**src/rtl/instruction_fetch_unit.sv**
```systemverilog
// Fetch stage: issues a word read at the current PC, waits for memory, latches the
// instruction for decode and pulses inc_pc once per fetch that reaches decode.
module instruction_fetch_unit #(
  parameter int ADDR_W  = 9,
  parameter int TIMEOUT = 16
) (
  input  logic              clk,
  input  logic              clr,
  input  logic              fetch_en,
  input  logic              flush,
  input  logic [31:0]       pc_in,
  output logic              inc_pc,
  output logic [ADDR_W-1:0] mem_addr,
  output logic              mem_read,
  input  logic [31:0]       mem_data_in,
  input  logic              mem_ready,
  output logic [31:0]       ir_out,
  output logic [31:0]       ir_pc,
  output logic              ir_valid,
  input  logic              ir_ready,
  output logic              fetch_err
);

  typedef enum logic [1:0] {
    ST_ISSUE = 2'd0,
    ST_WAIT  = 2'd1,
    ST_HOLD  = 2'd2,
    ST_HALT  = 2'd3
  } state_t;

  localparam logic [7:0] WAIT_LAST = 8'(TIMEOUT - 1);

  state_t              state_q;
  logic [31:0]         fetch_pc_q;
  logic [7:0]          wait_cnt_q;
  logic [7:0]          wait_cnt_d;
  logic                drop_q;
  logic                inc_pc_q;
  logic [ADDR_W-1:0]   mem_addr_q;
  logic                mem_read_q;
  logic [31:0]         ir_out_q;
  logic [31:0]         ir_pc_q;
  logic                ir_valid_q;
  logic                fetch_err_q;
  logic                start_fetch;
  logic                wait_expired;
  logic                discard_resp;

  assign wait_cnt_d   = wait_cnt_q + 8'd1;
  assign start_fetch  = fetch_en && !flush;
  assign wait_expired = (wait_cnt_q == WAIT_LAST);
  // A flush seen earlier in this WAIT, or arriving with the response, kills the data.
  assign discard_resp = drop_q || flush;

  always_ff @(posedge clk or negedge clr) begin
    if (!clr) begin
      state_q     <= ST_ISSUE;
      fetch_pc_q  <= 32'd0;
      wait_cnt_q  <= 8'd0;
      drop_q      <= 1'b0;
      inc_pc_q    <= 1'b0;
      mem_addr_q  <= '0;
      mem_read_q  <= 1'b0;
      ir_out_q    <= 32'd0;
      ir_pc_q     <= 32'd0;
      ir_valid_q  <= 1'b0;
      fetch_err_q <= 1'b0;
    end else begin
      inc_pc_q <= 1'b0;
      case (state_q)
        ST_ISSUE: begin
          if (start_fetch) begin
            mem_addr_q <= pc_in[ADDR_W-1:0];
            fetch_pc_q <= pc_in;
            mem_read_q <= 1'b1;
            wait_cnt_q <= 8'd0;
            drop_q     <= 1'b0;
            state_q    <= ST_WAIT;
          end
        end

        ST_WAIT: begin
          if (mem_ready) begin
            mem_read_q <= 1'b0;
            if (discard_resp) begin
              state_q <= ST_ISSUE;
            end else begin
              ir_out_q   <= mem_data_in;
              ir_pc_q    <= fetch_pc_q;
              ir_valid_q <= 1'b1;
              inc_pc_q   <= 1'b1;
              state_q    <= ST_HOLD;
            end
          end else begin
            // The read is never abandoned on flush; only its data is dropped later.
            if (flush) begin
              drop_q <= 1'b1;
            end
            if (wait_expired) begin
              fetch_err_q <= 1'b1;
              mem_read_q  <= 1'b0;
              state_q     <= ST_HALT;
            end else begin
              wait_cnt_q <= wait_cnt_d;
            end
          end
        end

        ST_HOLD: begin
          if (flush || ir_ready) begin
            ir_valid_q <= 1'b0;
            state_q    <= ST_ISSUE;
          end
        end

        ST_HALT: begin
          ir_valid_q <= 1'b0;
        end

        default: begin
          state_q <= ST_ISSUE;
        end
      endcase
    end
  end

  assign inc_pc    = inc_pc_q;
  assign mem_addr  = mem_addr_q;
  assign mem_read  = mem_read_q;
  assign ir_out    = ir_out_q;
  assign ir_pc     = ir_pc_q;
  assign ir_valid  = ir_valid_q;
  assign fetch_err = fetch_err_q;

endmodule

```
**config.mk**
```make
export PLATFORM = sky130hd
export DESIGN_NAME = instruction_fetch_unit
export DESIGN_NICKNAME = d
export VERILOG_FILES = /design/src/rtl/instruction_fetch_unit.sv
export SDC_FILE = /design/constraint.sdc
export NUM_CORES = 1
export LEC_CHECK = 0
export CORE_ASPECT_RATIO = 1.4
export CORE_MARGIN = 10
export CORE_UTILIZATION = 50
export CTS_BUF_LIST = sky130_fd_sc_hd__clkbuf_16
export CTS_CLUSTER_DIAMETER = 30
export DETAILED_ROUTE_END_ITERATION = 7
export PLACE_DENSITY = 0.86
export SLEW_MARGIN = 15
export SYNTH_ARGS = -nofsm -noshare
export SYNTH_HDL_FRONTEND = slang
export SYNTH_SLANG_ARGS = --single-unit
```
**constraint.sdc**
```tcl
create_clock -name clk -period 4.8 [get_ports clk]
set_input_delay 0.96 -clock clk [delete_from_list [all_inputs] [get_ports clk]]
set_output_delay 0.96 -clock clk [all_outputs]
set_load 0.02 [all_outputs]
```
==> impl_metrics.toml, run 1 <==
[status]
outcome = "finished clean"

[sta]
rsz0062_at_grt = "false"
relSlewSlack_pct = 35.8
tightest_slew_ns = 0.963
max_freq_mhz = 355
setup_violations = 0
tns_ns = 0
period_share_pct = 58.6
finalMaxSlewViolations = 0
hold_violations = 0
period_needed_ns = 2.81
fin_worst_skew_ns = 0.00753
setup_ws_ns = 1.99

[global_route]
grt_pass1_wl_um = 17200
grt_max_degree = 79
antenna_found_initial = 0
overflow = 0
track_usage_pct = 16.1
grt_pass1_vias = 3363

[worst_setup_path]
crit_required_ns = 5.03
worst-endpoint-arrival_ns = 3.04
criticalPathCategory = "in -> reg"
crit_fanout = 39
cp-end-kind = "flip-flop"
critPathLaunchType = "input port"

[flow_run]
drv_cap = 0

[cts]
root_buffer = "clkbuf_16"
cts_tree = "yes"
numCtsBuffers = 9
cts_resized = 0
ctsLongestPathBuffers = 2
htreeDepth = 3
post-cts-setup-buffer-count = 0
clkSlewWorstSetupHoldPaths_ns = 0.07
clk_latency_ns = 0.34
clock-sinks = 111
hold_buffers = 0

[power]
power_density_nw_per_um2 = 687
p_leak_uw = 0.00276
switching_power_uw = 1510
seq_power_share_pct = 38.0
combPwrFrac_pct = 43.0
intPower_uw = 2870
pwr-share-clk_pct = 19.0
vdd_drop_max_mv = 0.442
switching_share_pct = 34.5

[worst_hold_path]
hp-class = "reg -> reg"

[place]
gp_congestion = 0.836
dp_hpwl_um = 7870
io_buffer_count = 146
dp_worst_setup_slack_ns = 1.60

[route]
drtIter0Drc = 76
drt_pass1_iterations = 4
viasPerCell = 5.40
drc_errors = 0
wl_per_cell_um = 19.1
ant_nets = 0
vias = 3011
drt-total-wl_um = 10700

[yosys]
netlist_instances = 308
synthArstFlopShare_pct = 100
ys_seq_elements = 111
synth_fp_nets = 383
synthFlopType = "dfrtp_1"
avgSynthCellArea_um2 = 14.9
yosysSeqAreaShare_pct = 60.5
ys.warnings.count = 0
syn_area_um2 = 4590
yosysUniqueCellTypes = 44
synth_enable_flop_cells = 0

[cells_and_area]
layout.cells.most_common_list = "clkdlybuf4s50_1, dfrtp_1, mux2_1, mux2_2, clkbuf_16"
drive_gt1_share_pct = 10.6
final_nets = 521
area_delta_synth_final_pct = 39.0
final_util_pct = 71.1
antenna_cells = 0
final_common_cell = "clkdlybuf4s50_1"

[floorplanning]
initial_core_util_pct = 51.2
coreArea_um2 = 8980
die_area_um2 = 13500
io_pins = 147
rows = 41
die_x_um = 101
die_h_um = 133
==> metal layers <==
layer  part of all wire (%)  global-route usage [%]  up-vias
li1                       -                       -     1377
met5                      0                       0        -
met4                    1.1                    4.97        0
met3                    8.5                    6.52       10
met1                     39                    17.5     1523
met2                     52                    27.6      101
==> cell usage after synthesis (2+ instances only) <==
cell type	number	area share, %
dfrtp_1	111	60
mux2_1	76	19
mux2_2	20	4.9
buf_4	13	2.1
nand3_1	7	0.76
a31oi_1	6	0.82
o21ai_1	6	0.65
buf_6	5	1.2
ha_1	5	1.4
inv_1	5	0.41
nand2_1	5	0.41
nor2_1	5	0.41
a21oi_1	3	0.33
buf_2	3	0.33
mux2i_1	3	0.65
nand2b_1	3	0.41
nor4_2	2	0.54
o211ai_1	2	0.33
o21ai_0	2	0.22
o31ai_1	2	0.33
==> worst paths after layout <==
| check | slack (ns) | start | endpoint | cells past startpoint |
|---|---|---|---|---|
| worst min register to register | 0.48 | fetch_pc_q[20] | ir_pc[20] | 1 |
| worst max-delay path | 1.99 | flush | wait_cnt_q[2] | 5 |
| worst max register to register | 2.27 | state_q[1] | ir_pc[4] | 6 |
| worst min-delay path | 0.48 | fetch_pc_q[20] | ir_pc[20] | 1 |
| min in group asynchronous | 0.77 | clr | ir_pc[28] | 1 |
| max in group asynchronous | 3.05 | clr | mem_read | 2 |
==> layout make-up <==
cell class / count / area, µm²
Clock inverter: 7 / 111
Clock buffer: 9 / 225
Tap cell: 107 / 134
Fill cell: 622 / 2590
Sequential cell: 111 / 2780
Multi-Input combinational cell: 169 / 1630
Inverter: 6 / 22.5
Timing Repair Buffer: 149 / 1480
==> worst max-delay path, cell delays in order <==
cell and delay (ns):
clkdlybuf4s50_1 0.55, nor2b_2 0.26, nand2_2 0.56, a21boi_2 0.40
a211o_1 0.31
==> power by group through the flow <==
stage | combinational (µW) | clock [µW] | sequential (µW)
global placement | 1870 | 0 | 1640
floorplan | 733 | 0 | 1980
detailed placement | 1920 | 0 | 1680
global route | 2030 | 885 | 1730
CTS | 1930 | 852 | 1670
finish | 1890 | 832 | 1670
==> flip-flops by register name, summed over array words and instances (netlist names) <==
signal,cells
fetch_err,1
wait_cnt_q,8
inc_pc,1
ir_pc,32
fetch_pc_q,32
ir_valid,1
ir_out,32
state_q,2
mem_read,1
drop_q,1
==> cell families after synthesis <==
| family | after synthesis | synth area share (%) |
|---|---|---|
| fa+ha+maj | 5 | 1.36 |
| xor+xnor | 1 | 0.191 |
| buf+inv | 28 | 4.25 |
| flops | 111 | 60.5 |
| simple gates | 33 | 4.79 |
| compound gates | 31 | 4.77 |
| mux | 99 | 24.2 |
==> per-stage QoR <==
step / power [µW] / cells / hold WS (ns) / instance area (µm²)
CTS: 4450 / 558 / 0.490 / 6380
global route: 4650 / 558 / 0.500 / 6380
floorplan: 2720 / 308 / 0.459 / 4590
detailed placement: 3600 / 542 / 0.474 / 6050
global placement: 3510 / 542 / 0.466 / 6050
finish: 4390 / 558 / 0.483 / 6380
(Power assumes the default switching activity.)
==> run 2: changes to the inputs <==
Settings changed: CORE_UTILIZATION 50 to 42, PLACE_DENSITY 0.86 to 0.77.
Clock period 4.8 ns to 2.43 ns, I/O delays scaled along.
==> impl_metrics.toml, run 2 (synthesis gave the netlist of run 1 again) <==
[global_route]
grt_pass1_wl_um = 16700
antenna_found_initial = 0
grt_pass1_vias = 3206
track_usage_pct = 13.5
grt_max_degree = 50
overflow = 0

[place]
dp.cells = 580
gp_congestion = 0.768
dp_worst_setup_slack_ns = 0.0618
io_buffer_count = 146
dp_hpwl_um = 7860

[cts]
ctsLongestPathBuffers = 2
clk_latency_ns = 0.34
root_buffer = "clkbuf_16"
numCtsBuffers = 9
post-cts-setup-buffer-count = 0
cts_resized = 0
cts_tree = "yes"
clock-sinks = 111
htreeDepth = 3
clkSlewWorstSetupHoldPaths_ns = 0.07
hold_buffers = 0

[worst_setup_path]
crit_path_end = "wait_cnt_q[2]"
worst-endpoint-arrival_ns = 2.22
critPathLaunchType = "flip-flop"
ff2ff_path_depth = 7
crit_required_ns = 2.66
rrSetupSlack_ns = 0.44
cp-end-kind = "flip-flop"
startpoint = "state_q[1]"
crit_fanout = 17
criticalPathCategory = "reg -> reg"
rr_endpoint = "wait_cnt_q[2]"
rr_startpoint = "state_q[1]"

[sta]
setup_ws_ns = 0.436
tightest_slew_ns = 0.659
hold_violations = 0
hold_ws_ns = 0.161
relSlewSlack_pct = 55.7
max_freq_mhz = 502
fin_worst_skew_ns = 0.00629
period_needed_ns = 1.99
period_share_pct = 82.1
rsz0062_at_grt = "false"
finalMaxSlewViolations = 0
tns_ns = 0
setup_violations = 0

[route]
drt_pass1_iterations = 4
drtIter0Drc = 78
wl_per_cell_um = 17.3
vias = 2974
drc_errors = 0
drt-total-wl_um = 10300
viasPerCell = 4.99
ant_nets = 0

[cells_and_area]
area_delta_synth_final_pct = 40.8
antenna_cells = 0
final_nets = 525
drive_gt1_share_pct = 11.4
fin_cells = 596
fill_cells = 843
multi_input_area_um2 = 1630
layout.cells.most_common_list = "clkdlybuf4s50_1, dfrtp_1, mux2_1, mux2_2, clkbuf_16"
final_common_cell = "clkdlybuf4s50_1"
seqCellArea_um2 = 2780

[power]
fin_total_pwr_uw = 8480
power_density_nw_per_um2 = 1310
vdd_drop_max_mv = 0.629
p_leak_uw = 0.00277

[status]
outcome = "finished clean"

[floorplanning]
die_x_um = 108
coreArea_um2 = 10800
die_area_um2 = 15600
initial_core_util_pct = 42.7
io_pins = 147
die_h_um = 144
rows = 45

[flow_run]
drv_cap = 0

[worst_hold_path]
hp-class = "in -> async"
==> run 2: cell count changes in the layout (fill, tap and decap cells not counted), sizes merged <==
cell,change
clkinvlp,+1
bufinv,-2
clkinv,-1
buf,+4
inv,+2
==> run 2: worst min-delay path by stage <==
stage,end,slack (ns),cells after the start
after floorplan,drop_q,0.19,0
after global placement,fetch_err,0.46,1
after detailed placement,fetch_err,0.45,1
after CTS,ir_out[1],0.18,1
after global routing,ir_pc[28],0.20,1
final,ir_out[1],0.16,1
==> run 2: final cells by class <==
class,instances,area share [%]
flip-flops and latches,111,42.9
inverters,6,0.348
clock buffers,9,3.48
clock inverters,7,1.10
repair buffers,153,24.1
well taps,141,2.73
multi-input cells,169,25.2
==> run 2: stage by stage <==
stage          cell area [µm²]  utilization [%]
6_report                  6470             60.1
5_1_grt                   6470             60.1
4_1_cts                   6470             60.1
3_5_place_dp              6170             57.4
3_3_place_gp              6170             57.4
2_1_floorplan             4590                -
==> run 2: worst max-delay path, stage by stage, from the launching register on <==
cell and delay [ns]:
dfrtp_1 0.40, inv_1 0.11, ha_1 0.19, buf_4 0.22
nand2b_1 0.12, a21oi_1 0.39, a31oi_1 0.16, a211o_1 0.28
==> run 2: power breakdown <==
| part | switching, µW | internal [µW] | total [µW] |
|---|---|---|---|
| combinational | 1810 | 1950 | 3770 |
| clock | 644 | 801 | 1450 |
| sequential | 508 | 2760 | 3260 |
==> run 2: routing by layer <==
layer | GRT usage [%] | share of wire, %
met5 | 0 | 0
met4 | 4.38 | 0.94
met3 | 4.89 | 8.7
met2 | 22.6 | 49
met1 | 15.6 | 41
